===== src/rtl/ps2_pkg.sv =====
// Shared types and constants for the PS/2 host-to-device transmitter.
package ps2_pkg;

    typedef enum logic [2:0] {
        IDLE,
        INHIBIT,
        REQ,
        XFER,
        WAIT_IDLE
    } ps2_state_e;

    localparam int unsigned INHIBIT_CYCLES_DEF = 2500;
    localparam int unsigned TIMEOUT_CYCLES_DEF = 375000;

    localparam int INH_CNT_W = 12;
    localparam int TMO_CNT_W = 19;
    localparam int BIT_CNT_W = 4;

    localparam logic [BIT_CNT_W-1:0] PAR_BIT  = 4'd9;
    localparam logic [BIT_CNT_W-1:0] STOP_BIT = 4'd10;
    localparam logic [BIT_CNT_W-1:0] ACK_BIT  = 4'd11;

    // Line level the host presents after the n-th device clock fall.
    function automatic logic frame_bit(input logic [7:0] d, input logic par,
                                       input logic [BIT_CNT_W-1:0] n);
        logic b;
        b = 1'b1;
        if (n >= 4'd1 && n <= 4'd8) begin
            b = d[3'(n - 4'd1)];
        end else if (n == PAR_BIT) begin
            b = par;
        end
        return b;
    endfunction

endpackage


===== src/rtl/ps2_sync.sv =====
// Two-flop synchronizer for the PS/2 clock and data pins with a
// falling-edge strobe on the clock line.
module ps2_sync (
    input  logic clock,
    input  logic reset_n,
    input  logic ps_clk_i,
    input  logic ps_dat_i,
    output logic clk_sync_o,
    output logic dat_sync_o,
    output logic clk_fall_o
);

    logic clk_meta_q, clk_sync_q, clk_prev_q;
    logic dat_meta_q, dat_sync_q;

    // Reset to the idle-high bus level so release never looks like an edge.
    always_ff @(posedge clock or negedge reset_n) begin
        if (!reset_n) begin
            clk_meta_q <= 1'b1;
            clk_sync_q <= 1'b1;
            clk_prev_q <= 1'b1;
            dat_meta_q <= 1'b1;
            dat_sync_q <= 1'b1;
        end else begin
            clk_meta_q <= ps_clk_i;
            clk_sync_q <= clk_meta_q;
            clk_prev_q <= clk_sync_q;
            dat_meta_q <= ps_dat_i;
            dat_sync_q <= dat_meta_q;
        end
    end

    assign clk_sync_o = clk_sync_q;
    assign dat_sync_o = dat_sync_q;
    assign clk_fall_o = clk_prev_q & ~clk_sync_q;

endmodule


===== src/rtl/ps2_tx.sv =====
// PS/2 host-to-device byte transmitter: inhibit, request-to-send, clocked
// frame driven by the device, ack sampling, and a whole-transfer timeout.
//
// state     | meaning
// IDLE      | lines released, waiting for send
// INHIBIT   | clock held low; data pulled low in the final cycle (start bit)
// REQ       | clock released, start bit on data, waiting for first device fall
// XFER      | one frame bit presented per device clock fall; ack sampled at 11
// WAIT_IDLE | waiting for device to release both lines
module ps2_tx
    import ps2_pkg::*;
#(
    parameter int unsigned INHIBIT_CYCLES = INHIBIT_CYCLES_DEF,
    parameter int unsigned TIMEOUT_CYCLES = TIMEOUT_CYCLES_DEF
) (
    input  logic       clock,
    input  logic       reset_n,
    input  logic       ps_clk_i,
    input  logic       ps_dat_i,
    output logic       ps_clk_oe,
    output logic       ps_dat_oe,
    input  logic       send,
    input  logic [7:0] data,
    output logic       busy,
    output logic       done,
    output logic       error
);

    localparam logic [INH_CNT_W-1:0] INH_LAST = INH_CNT_W'(INHIBIT_CYCLES - 1);
    localparam logic [TMO_CNT_W-1:0] TMO_LAST = TMO_CNT_W'(TIMEOUT_CYCLES - 1);

    ps2_state_e           state_q, state_d;
    logic [INH_CNT_W-1:0] inh_cnt_q, inh_cnt_d;
    logic [TMO_CNT_W-1:0] tmo_cnt_q, tmo_cnt_d;
    logic [BIT_CNT_W-1:0] bit_cnt_q, bit_cnt_d;
    logic [7:0]           data_q, data_d;
    logic                 par_q, par_d;
    logic                 ack_q, ack_d;
    logic                 done_q, done_d;
    logic                 error_q, error_d;

    logic clk_sync, dat_sync, clk_fall;

    ps2_sync u_sync (
        .clock      (clock),
        .reset_n    (reset_n),
        .ps_clk_i   (ps_clk_i),
        .ps_dat_i   (ps_dat_i),
        .clk_sync_o (clk_sync),
        .dat_sync_o (dat_sync),
        .clk_fall_o (clk_fall)
    );

    always_ff @(posedge clock or negedge reset_n) begin
        if (!reset_n) begin
            state_q   <= IDLE;
            inh_cnt_q <= '0;
            tmo_cnt_q <= '0;
            bit_cnt_q <= '0;
            data_q    <= '0;
            par_q     <= 1'b0;
            ack_q     <= 1'b0;
            done_q    <= 1'b0;
            error_q   <= 1'b0;
        end else begin
            state_q   <= state_d;
            inh_cnt_q <= inh_cnt_d;
            tmo_cnt_q <= tmo_cnt_d;
            bit_cnt_q <= bit_cnt_d;
            data_q    <= data_d;
            par_q     <= par_d;
            ack_q     <= ack_d;
            done_q    <= done_d;
            error_q   <= error_d;
        end
    end

    always_comb begin
        state_d   = state_q;
        inh_cnt_d = inh_cnt_q;
        tmo_cnt_d = tmo_cnt_q;
        bit_cnt_d = bit_cnt_q;
        data_d    = data_q;
        par_d     = par_q;
        ack_d     = ack_q;
        done_d    = 1'b0;
        error_d   = error_q;

        unique case (state_q)
            IDLE: begin
                if (send) begin
                    data_d    = data;
                    par_d     = ~^data;
                    error_d   = 1'b0;
                    inh_cnt_d = '0;
                    state_d   = INHIBIT;
                end
            end
            INHIBIT: begin
                if (inh_cnt_q == INH_LAST) begin
                    tmo_cnt_d = '0;
                    bit_cnt_d = '0;
                    state_d   = REQ;
                end else begin
                    inh_cnt_d = inh_cnt_q + 1'b1;
                end
            end
            REQ, XFER, WAIT_IDLE: begin
                // Timeout wins over any edge or idle detection in the same cycle.
                if (tmo_cnt_q == TMO_LAST) begin
                    done_d  = 1'b1;
                    error_d = 1'b1;
                    state_d = IDLE;
                end else begin
                    tmo_cnt_d = tmo_cnt_q + 1'b1;
                    if (state_q == WAIT_IDLE) begin
                        if (clk_sync && dat_sync) begin
                            done_d  = 1'b1;
                            error_d = ~ack_q;
                            state_d = IDLE;
                        end
                    end else if (clk_fall) begin
                        if (bit_cnt_q == STOP_BIT) begin
                            ack_d     = ~dat_sync;
                            bit_cnt_d = ACK_BIT;
                            state_d   = WAIT_IDLE;
                        end else begin
                            bit_cnt_d = bit_cnt_q + 4'd1;
                            state_d   = XFER;
                        end
                    end
                end
            end
            default: state_d = IDLE;
        endcase
    end

    always_comb begin
        ps_clk_oe = 1'b0;
        ps_dat_oe = 1'b0;
        unique case (state_q)
            INHIBIT: begin
                ps_clk_oe = 1'b1;
                ps_dat_oe = (inh_cnt_q == INH_LAST);
            end
            REQ:     ps_dat_oe = 1'b1;
            XFER:    ps_dat_oe = ~frame_bit(data_q, par_q, bit_cnt_q);
            default: ps_dat_oe = 1'b0;
        endcase
    end

    assign busy  = (state_q != IDLE);
    assign done  = done_q;
    assign error = error_q;

endmodule


===== config.mk =====
export PLATFORM = sky130hd
export DESIGN_NAME = ps2_tx
export DESIGN_NICKNAME = d
export VERILOG_FILES = /design/src/rtl/ps2_pkg.sv /design/src/rtl/ps2_sync.sv /design/src/rtl/ps2_tx.sv
export SDC_FILE = /design/constraint.sdc
export NUM_CORES = 1
export LEC_CHECK = 0
export BUFFER_PORTS_ARGS = -buffer_cell sky130_fd_sc_hd__clkbuf_2
export CELL_PAD_IN_SITES_DETAIL_PLACEMENT = 1
export CELL_PAD_IN_SITES_GLOBAL_PLACEMENT = 1
export CORE_MARGIN = 2
export CORE_UTILIZATION = 43
export DETAILED_ROUTE_END_ITERATION = 6
export PLACE_DENSITY = 0.81
export SYNTH_ARGS = -nofsm -noshare
export SYNTH_HDL_FRONTEND = slang
export SYNTH_SLANG_ARGS = --single-unit

===== constraint.sdc =====
create_clock -name clock -period 1.9 [get_ports clock]
set_clock_uncertainty 0.1 [all_clocks]
set_input_delay 0 -clock clock [delete_from_list [all_inputs] [get_ports clock]]
set_output_delay 0 -clock clock [all_outputs]
set_load 0.005 [all_outputs]

**After elaboration in Yosys (flattened, before gate mapping)**

Index checks and enable logic that the tools add are counted.

- Register bits after elaboration: 55
- Bits of input ports: 13
- Output and inout port bits: 5
- Logic and storage cells: 98

- Add/subtract/negate cells: 4
- Order comparisons: 3
- Eq/ne operators: 18
- Multiplexer cells: 36
- Bitwise gates (word level): 7
- Reduce and logical (&&, ||, !) cells: 16

Operator list:

| operator | count |
|---|---|
| 2-to-1 mux 19 bit | 2 |
| one-hot mux 19 bit (2 select lines) | 1 |
| 2-to-1 mux 12 bit | 2 |
| one-hot mux 12 bit (2 select lines) | 1 |
| 2-to-1 mux 3 bit | 7 |
| 2-to-1 mux 4 bit | 5 |
| adder 19 x 1 -> 19 bit (second input constant) | 1 |
| == test 19 bit (second input constant) | 1 |
| 2-to-1 mux 1 bit | 13 |
| adder 12 x 1 -> 12 bit (second input constant) | 1 |
| == test 12 bit (second input constant) | 1 |
| != test 2 bit (second input constant) | 6 |
| AND reduction 5 bit | 2 |
| one-hot mux 3 bit (3 select lines) | 1 |
| == test 4 bit (second input constant) | 2 |
| != test 4 bit (second input constant) | 2 |
| one-hot mux 4 bit (2 select lines) | 1 |
| AND reduction 4 bit | 2 |
| XNOR reduction 8 bit | 1 |
| == test 3 x 2 -> 1 bit (second input constant) | 2 |
| != test 3 bit (second input constant) | 2 |
| inverter 1 bit | 6 |
| AND reduction 3 bit | 2 |
| nonzero test 2 bit | 3 |
| other kinds (16) | 17 |

**Logic depth before layout (Yosys ltp)**

Gate-level depths: netlist (run 1).

- Depth in word-level cells: 7
- Mapped depth: 7
- Mapped depth without buffers: 7

**Modules after synthesis**

Synthesis (run 1) repeated with hierarchy kept, for this count alone.

- Cells, all modules: 326
- Area total of the unflattened synthesis: 3236.9 µm²

Modules (own cells, without submodules):

| module | times used | cells each | area each (µm²) | seq. area each (µm²) |
|---|---|---|---|---|
| ps2_tx | 1 | 320 | 3091.7 | 1251.2 |
| ps2_sync | 1 | 6 | 145.1 | 131.4 |

**Least setup slack after synthesis (run 1)**

OpenSTA, ideal clock, no wires.

- Kind: reg-to-reg
- Start: register tmo_cnt_q[10]
- End: register tmo_cnt_q[0]
- Library setup time: 0.125 ns
- Arrival time: 1.687 ns
- Required time: 1.675 ns
- Slack: -0.012 ns
- Stages on the path, launching flop included: 7
- Buffers on the path: 1
- Clock period less this slack: 1.912 ns
- Cell sequence: dfrtp_1 > or4b_1 > nor4_2 > and3_1 > buf_6 > nor2_2 > mux2_2

- Word-level cells in the longest chain between the ends: 3

Ends and longest elaborated chain:

| element | RTL line | source |
|---|---|---|
| start, declared | ps2_tx.sv:34 | `logic [TMO_CNT_W-1:0] tmo_cnt_q, tmo_cnt_d;` |
| start signal, assigned | ps2_tx.sv:68 | `tmo_cnt_q <= tmo_cnt_d;` |
| == test 19 bit | ps2_tx.sv:110 | `if (tmo_cnt_q == TMO_LAST) begin` |
| != test 2 bit (no line) | -- |  |
| AND reduction 3 bit (no line) | -- |  |

No other way between the ends.
A chain may end at the register's enable or synchronous reset.

**Worst setup path in the final report (run 1)**

- Start: register bit_cnt_q[1]
- End: output port ps_dat_oe

- Word-level cells in the longest chain between the ends: 7
- Elaborated cells on any way between the ends: 12
- Those cells by class: add/sub: 1; order compare: 2; eq/ne: 1; mux: 6; bitwise: 1; reduce/logical: 1

Ends and longest elaborated chain:

| element | RTL line | source |
|---|---|---|
| start, declared | ps2_tx.sv:35 | `logic [BIT_CNT_W-1:0] bit_cnt_q, bit_cnt_d;` |
| start signal, assigned | ps2_tx.sv:69 | `bit_cnt_q <= bit_cnt_d;` |
| subtractor 3 x 1 -> 3 bit | ps2_pkg.sv:29 | `b = d[3'(n - 4'd1)];` |
| binary-select mux 1 bit (select 3 bit) | ps2_pkg.sv:29 |  |
| 2-to-1 mux 1 bit (implied by the code) | ps2_pkg.sv:29 |  |
| 2-to-1 mux 1 bit (*) | ps2_pkg.sv:28 | `if (n >= 4'd1 && n <= 4'd8) begin` |
| 2-to-1 mux 1 bit (*) | ps2_tx.sv:141 | `unique case (state_q)` |
| inverter 1 bit (*) | ps2_tx.sv:147 | `XFER: ps_dat_oe = ~frame_bit(data_q, par_q, bit_cnt_q);` |
| one-hot mux 1 bit (3 select lines) (*) | ps2_tx.sv:141 |  |
| end, declared | ps2_tx.sv:21 | `output logic ps_dat_oe,` |

Every way passes the cells marked *; elsewhere a longest branch is shown, timed or not. The select of a mux whose other input is x is not followed.

==> flow_metrics.py, run 1 <==
metrics = {
    "layout": {
        "antenna_cells": 0,
        "stdcell_count": 464,
        "area_delta_synth_final_pct": 32.2,
        "fillers": 750,
        "layout-drive-gt1-share_pct": 32.8,
        "fin_nets": 403,
    },
    "hold_path": {
        "hold_class": "in -> reg",
    },
    "routing": {
        "vias": 2544,
        "viasPerCell": 5.48,
        "drt_pass1_iterations": 4,
        "drt-initial-drc-count": 88,
        "finalWirelength_um": 8220,
        "ant_nets": 0,
        "avgRoutedWirePerCell_um": 17.7,
        "route.detailed.drc": 0,
    },
    "power": {
        "p_per_area_nw_per_um2": 689,
        "switching_share_pct": 30.5,
        "p_switching_uw": 817,
        "power_frac_seq_pct": 51.5,
        "p_int_mw": 1.86,
        "ir_drop_mv": 0.436,
        "p_clk_share_pct": 24.1,
        "p_comb_share_pct": 24.4,
        "leakagePower_nw": 1.82,
    },
    "floorplanning": {
        "dieHeight_um": 86.7,
        "ioPinCount": 18,
        "dieArea_um2": 7520,
        "core.rowCount": 30,
        "die_w_um": 86.7,
        "start_util_pct": 43.8,
        "core_um2": 6720,
    },
    "logic_synthesis": {
        "synthTopCellsByArea": "dfrtp_1 43%, nand2_1 6.4%, xor2_1 5.7%",
        "synth_ff_type": "dfrtp_1",
        "synth_area_um2": 2940,
        "synth.cells.most_frequent": "50 x dfrtp_1, 50 x nand2_1, 29 x nor2_1",
        "ys_seq_area_share_pct": 47.0,
        "synth_edf_count": 0,
        "ys_types": 49,
        "async_flop_share_pct": 100,
        "yosys_warnings": 0,
        "synth-seq-cells": 55,
        "syn_nets": 326,
        "synthCells": 306,
        "synth_top_area_share_pct": 42.6,
        "avgSynthCellArea_um2": 9.61,
        "yosysTopAreaCell": "dfrtp_1",
    },
    "worst_setup_path": {
        "cp-start-kind": "flip-flop",
        "critical_path_class": "reg -> out",
        "critPathCaptureType": "output port",
        "reg2reg_slack_ns": -0.10,
        "cp_max_fo": 4,
        "crit_arrival_ns": 1.92,
        "crit_required_ns": 1.80,
    },
    "outcome": {
        "status": "finished, violations left",
        "violations": "setup timing",
    },
    "sta": {
        "slew_headroom_pct": 53.4,
        "worst_pin_slew_ns": 0.699,
        "timing.fmax_ghz": 0.495,
        "final.period_utilization_pct": 106,
        "slew_viol_final": 0,
        "rsz0062_at_grt": "yes",
        "fin_tns_setup_ns": -0.508,
        "hold_violations": 0,
        "setup_viol": 6,
        "fin_ws_ns": -0.120,
        "period_minus_slack_ns": 2.02,
    },
    "grt": {
        "antenna_found_initial": 0,
        "grt_overflow": 0,
        "grt_pass1_wl_um": 13000,
        "grt_use_total_pct": 22.1,
        "grt_pass1_vias": 2715,
        "grt_max_degree": 26,
    },
    "flow_run": {
        "maxCapViolCount": 0,
    },
    "cts": {
        "clkTransAtPathRegs_ns": 0.10,
        "root_buffer": "clkbuf_8",
        "clock_sinks": 55,
        "cts_tree": "done",
        "clock_latency_ns": 0.31,
        "cts_buffer_depth": 2,
        "h-tree-depth": 2,
        "cts-buffers-inserted": 5,
    },
    "placement": {
        "place.gp.congestion": 0.827,
        "dpl.hpwl_um": 5510,
        "io_buffers": 17,
        "dp_cells": 439,
    },
}
==> metrics by stage <==
| step | cell area, um2 | hold WS (ns) | util [%] | setup WS, ns | power (mW) |
|---|---|---|---|---|---|
| floorplan | 2940 | -0.396 | - | -0.0116 | 1.72 |
| global placement | 3430 | -0.0288 | 51.1 | -0.0651 | 1.95 |
| detailed placement | 3430 | -0.0255 | 51.1 | -0.142 | 1.99 |
| CTS | 3690 | 0.0292 | 55.0 | -0.107 | 2.66 |
| global route | 3890 | 0.0726 | 57.9 | -0.248 | 2.83 |
| finish | 3890 | 0.0329 | 57.9 | -0.120 | 2.68 |
==> power groups by stage <==
stage / combinational, mW / clock (mW) / sequential, mW
2_1_floorplan: 0.333 / 0 / 1.39
3_3_place_gp: 0.566 / 0 / 1.39
3_5_place_dp: 0.594 / 0 / 1.40
4_1_cts: 0.618 / 0.664 / 1.37
5_1_grt: 0.728 / 0.708 / 1.40
6_report: 0.652 / 0.645 / 1.38
==> cells by family (layout without fill, tap and decap cells) <==
family | count (synthesis) | after routing | share of synthesized area, %
XOR/XNOR | 30 | 30 | 8.94
multiplexers | 7 | 7 | 3.28
flip-flops | 55 | 55 | 47.0
adder cells (fa/ha/maj) | 7 | 7 | 2.98
buffers and inverters | 17 | 95 | 2.55
AND/OR/NAND/NOR | 150 | 150 | 26.2
AO/OA/AOI/OAI | 40 | 40 | 9.02
==> routing by layer <==
metal	global-route usage, %	vias to the layer above	part of all wire, %
met4	5.82	0	1.1
met1	26.5	1273	43
met5	0	-	0
met2	40.8	40	54
met3	3.90	9	2.6
li1	-	1222	-
==> cell type report <==
class | instances | area [um2] | area share, %
clock buffer | 5 | 68.8 | 1.77
tap | 80 | 100 | 2.57
clock inverter | 3 | 15.0 | 0.386
sequential | 55 | 1380 | 35.6
inverter | 8 | 30.0 | 0.772
multi-input combinational | 234 | 1680 | 43.2
timing repair buffer | 79 | 609 | 15.7
==> final timing paths <==
path                                    from                 to  cells past startpoint
max                             bit_cnt_q[1]          ps_dat_oe                      8
min                                     send          data_q[2]                      4
max reg2reg                    tmo_cnt_q[10]         state_q[0]                      6
min reg2reg                u_sync.dat_meta_q  u_sync.dat_sync_o                      0
max in group asynchronous            reset_n  u_sync.clk_prev_q                      3
min in group asynchronous            reset_n       tmo_cnt_q[4]                      2
==> critical path: stages, from the launching register on <==
cell and delay [ns]:
dfrtp_1 0.41, inv_2 0.12, ha_1 0.20, nand3b_1 0.09, a21oi_1 0.17, a31oi_1 0.08, o221a_4 0.30, o21ai_2 0.11
clkbuf_2 0.13
==> what timing repair did <==
| action | 4_1_cts | 5_1_grt |
|---|---|---|
| resized for setup | 16 | 35 |
| endpoints found under the hold margin | 32 | 0 |
| hold buffers | 11 | 0 |
| gates cloned | 0 | 0 |
| buffers inserted | 0 | 6 |
| endpoints found under the setup margin | 28 | 28 |
| pin swaps | 0 | 13 |
==> flip-flops by register name (all words and copies together), names as in the netlist <==
| register | flops |
|---|---|
| tmo_cnt_q | 19 |
| inh_cnt_q | 12 |
| data_q | 8 |
| bit_cnt_q | 4 |
| state_q | 3 |
| ack_q | 1 |
| done | 1 |
| error | 1 |
| par_q | 1 |
| u_sync.clk_meta_q | 1 |
| u_sync.clk_prev_q | 1 |
| u_sync.clk_sync_o | 1 |
| u_sync.dat_meta_q | 1 |
| u_sync.dat_sync_o | 1 |
==> cell usage in the layout (no fill, tap or decap), types with 9 or more instances in the layout <==
cell / n
nand2_1: 50
dfrtp_1: 49
buf_4: 45
nor2_1: 27
xor2_1: 19
clkbuf_2: 17
nand3_1: 15
xnor2_1: 11
dlygate4sd3_1: 11
nand4_1: 9
o21ai_0: 9
Note: power is estimated with default switching activity, not from simulation.
==> run 2: changes to the inputs <==
==> constraint.sdc (replaced) <==
create_clock -name clock -period 1.82 [get_ports clock]
set_clock_uncertainty 0.1 [all_clocks]
set_input_delay 0 -clock clock [delete_from_list [all_inputs] [get_ports clock]]
set_output_delay 0 -clock clock [all_outputs]
set_load 0.005 [all_outputs]
==> flow_metrics.py, run 2 (synthesized netlist as in run 1, its figures left out) <==
metrics = {
    "outcome": {
        "status": "finished, violations left",
        "violations": "setup timing",
    },
    "floorplanning": {
        "core_um2": 6720,
        "dieArea_um2": 7520,
        "core.rowCount": 30,
        "dieHeight_um": 86.7,
        "start_util_pct": 43.8,
        "ioPinCount": 18,
        "die_w_um": 86.7,
    },
    "routing": {
        "drt-initial-drc-count": 156,
        "finalWirelength_um": 10200,
        "vias": 2770,
        "viasPerCell": 5.63,
        "drt_pass1_iterations": 4,
        "avgRoutedWirePerCell_um": 20.8,
        "ant_nets": 0,
        "wl_met1_um": 4020,
        "wl_met2_um": 5590,
        "highest_layer": "met4",
        "route.detailed.drc": 0,
        "met3WireLength_um": 272,
    },
    "sta": {
        "rsz0062_at_grt": "yes",
        "final.period_utilization_pct": 115,
        "slew_viol_final": 0,
        "hold_violations": 0,
        "holdWs_ns": 0.0905,
        "timing.fmax_ghz": 0.478,
        "worst_pin_slew_ns": 0.677,
        "setup_viol": 17,
        "fin_ws_ns": -0.271,
        "period_minus_slack_ns": 2.09,
        "slew_headroom_pct": 54.9,
    },
    "worst_setup_path": {
        "critPathTopFamily": "simple AND/OR/NAND/NOR gates",
        "slowest_stage": "or4b_4",
        "critPathMaxStageDelay_ns": 0.55,
        "critical_path.cell_chain": "or4b_4 > nor4_4 > nand3_2 > o211ai_1 > mux2i_1",
        "crit_required_ns": 1.97,
        "crit_arrival_ns": 2.24,
        "critPathCaptureType": "flip-flop",
        "critical_path_class": "reg -> reg",
        "worst-path-buf-inv": 0,
        "cp-start-kind": "flip-flop",
        "cp_max_fo": 6,
    },
    "cts": {
        "clock_sinks": 55,
        "root_buffer": "clkbuf_8",
        "cts-buffers-inserted": 5,
        "clock_latency_ns": 0.32,
        "cts_tree": "done",
        "cts_buffer_depth": 2,
        "h-tree-depth": 2,
        "clkTransAtPathRegs_ns": 0.10,
    },
    "layout": {
        "fillers": 728,
        "reg.largest.list": "tmo_cnt_q: 19 flops, inh_cnt_q: 12 flops, data_q: 8 flops",
        "layout-drive-gt1-share_pct": 42.2,
        "final_common_cell": "buf_4",
        "stdcell_area_um2": 4310,
        "area_delta_synth_final_pct": 46.4,
        "regMostFlops": "tmo_cnt_q",
        "fin_nets": 431,
        "antenna_cells": 0,
        "largest_register_ffs": 19,
        "final_cell_mix": "62 x buf_4, 50 x nand2_1, 48 x dfrtp_1, 21 x nor2_1",
    },
    "power": {
        "ir_drop_mv": 0.490,
        "power_frac_seq_pct": 47.1,
        "leakagePower_nw": 1.96,
        "p_int_mw": 2.14,
        "p_switching_uw": 951,
        "power_mw": 3.09,
        "switching_share_pct": 30.8,
        "p_comb_share_pct": 25.7,
        "p_clk_share_pct": 27.2,
        "p_per_area_nw_per_um2": 717,
    },
    "grt": {
        "grt_overflow": 0,
        "grt_pass1_wl_um": 15300,
        "grt_max_degree": 26,
        "grt_pass1_vias": 3003,
        "antenna_found_initial": 0,
        "grt_use_total_pct": 26.8,
    },
    "placement": {
        "dpl.hpwl_um": 6010,
        "io_buffers": 17,
        "place.gp.congestion": 0.806,
        "dpl_cell_area_um2": 3530,
    },
    "flow_run": {
        "maxCapViolCount": 0,
    },
    "hold_path": {
        "hold_class": "in -> reg",
    },
}
## run 2: cell count changes in the layout (fill, tap and decap cells not counted), moves of 3 or more
cell / before / now
xor2_2: 0 / 3
xor2_1: 19 / 16
nor2_1: 27 / 21
buf_4: 45 / 62
o21ai_0: 9 / 3
buf_12: 1 / 4
buf_6: 5 / 13
nor2_4: 2 / 6
o21ai_2: 2 / 8
## run 2: per-layer routing
metal | up-vias | global-route usage (%)
met5 | - | 0
met4 | 0 | 11.1
met3 | 25 | 3.81
met2 | 59 | 50.0
met1 | 1413 | 30.5
li1 | 1273 | -
## run 2: path summary, 6_finish.rpt
kind                                   startpoint                 to  slack [ns]  cells past startpoint
worst max-delay path                tmo_cnt_q[10]       bit_cnt_q[1]       -0.27                      5
worst min-delay path                         send              error        0.09                      5
worst max register to register      tmo_cnt_q[10]       bit_cnt_q[1]       -0.27                      5
worst min register to register  u_sync.clk_meta_q  u_sync.clk_sync_o        0.27                      0
max in group asynchronous                 reset_n         state_q[2]        0.89                      3
min in group asynchronous                 reset_n          data_q[7]        0.15                      2
## run 2: power by group through the flow
stage / logic, mW / registers, mW / clock network [mW]
CTS: 0.725 / 1.45 / 0.844
global placement: 0.611 / 1.45 / 0
global route: 0.879 / 1.47 / 0.887
detailed placement: 0.647 / 1.47 / 0
floorplan: 0.349 / 1.45 / 0
finish: 0.795 / 1.45 / 0.839
## run 2: stage by stage
| stage | TNS (ns) | setup WS, ns | util, % | instances |
|---|---|---|---|---|
| floorplan | -0.236 | -0.0899 | - | 306 |
| global placement | -0.967 | -0.144 | 52.5 | 449 |
| detailed placement | -3.04 | -0.233 | 52.5 | 449 |
| CTS | -2.58 | -0.237 | 60.1 | 482 |
| global route | -4.79 | -0.337 | 64.1 | 492 |
| finish | -2.80 | -0.271 | 64.1 | 492 |
## run 2: tightest hold or removal path: stages
cell,delay (ns)
clkbuf_2,0.12
nand2_1,0.11
a21oi_1,0.09
o21ai_2,0.12
nand2_1,0.04
## run 2: timing repair
item                       4_1_cts  5_1_grt
setup endpoints to repair       32       36
gates cloned                     2        0
resized for setup               44       50
hold buffers                    11        0
hold endpoints to repair        28        0
setup buffers                   12       13
pin swaps                       13       26
## run 2: final cells by class
class | instances | area (um2) | area share (%)
Clock inverter | 3 | 43.8 | 1.02
Inverter | 8 | 30.0 | 0.697
Timing Repair Buffer | 107 | 887 | 20.6
Tap cell | 80 | 100 | 2.32
Multi-Input combinational cell | 234 | 1790 | 41.6
Sequential cell | 55 | 1390 | 32.2
Clock buffer | 5 | 68.8 | 1.60
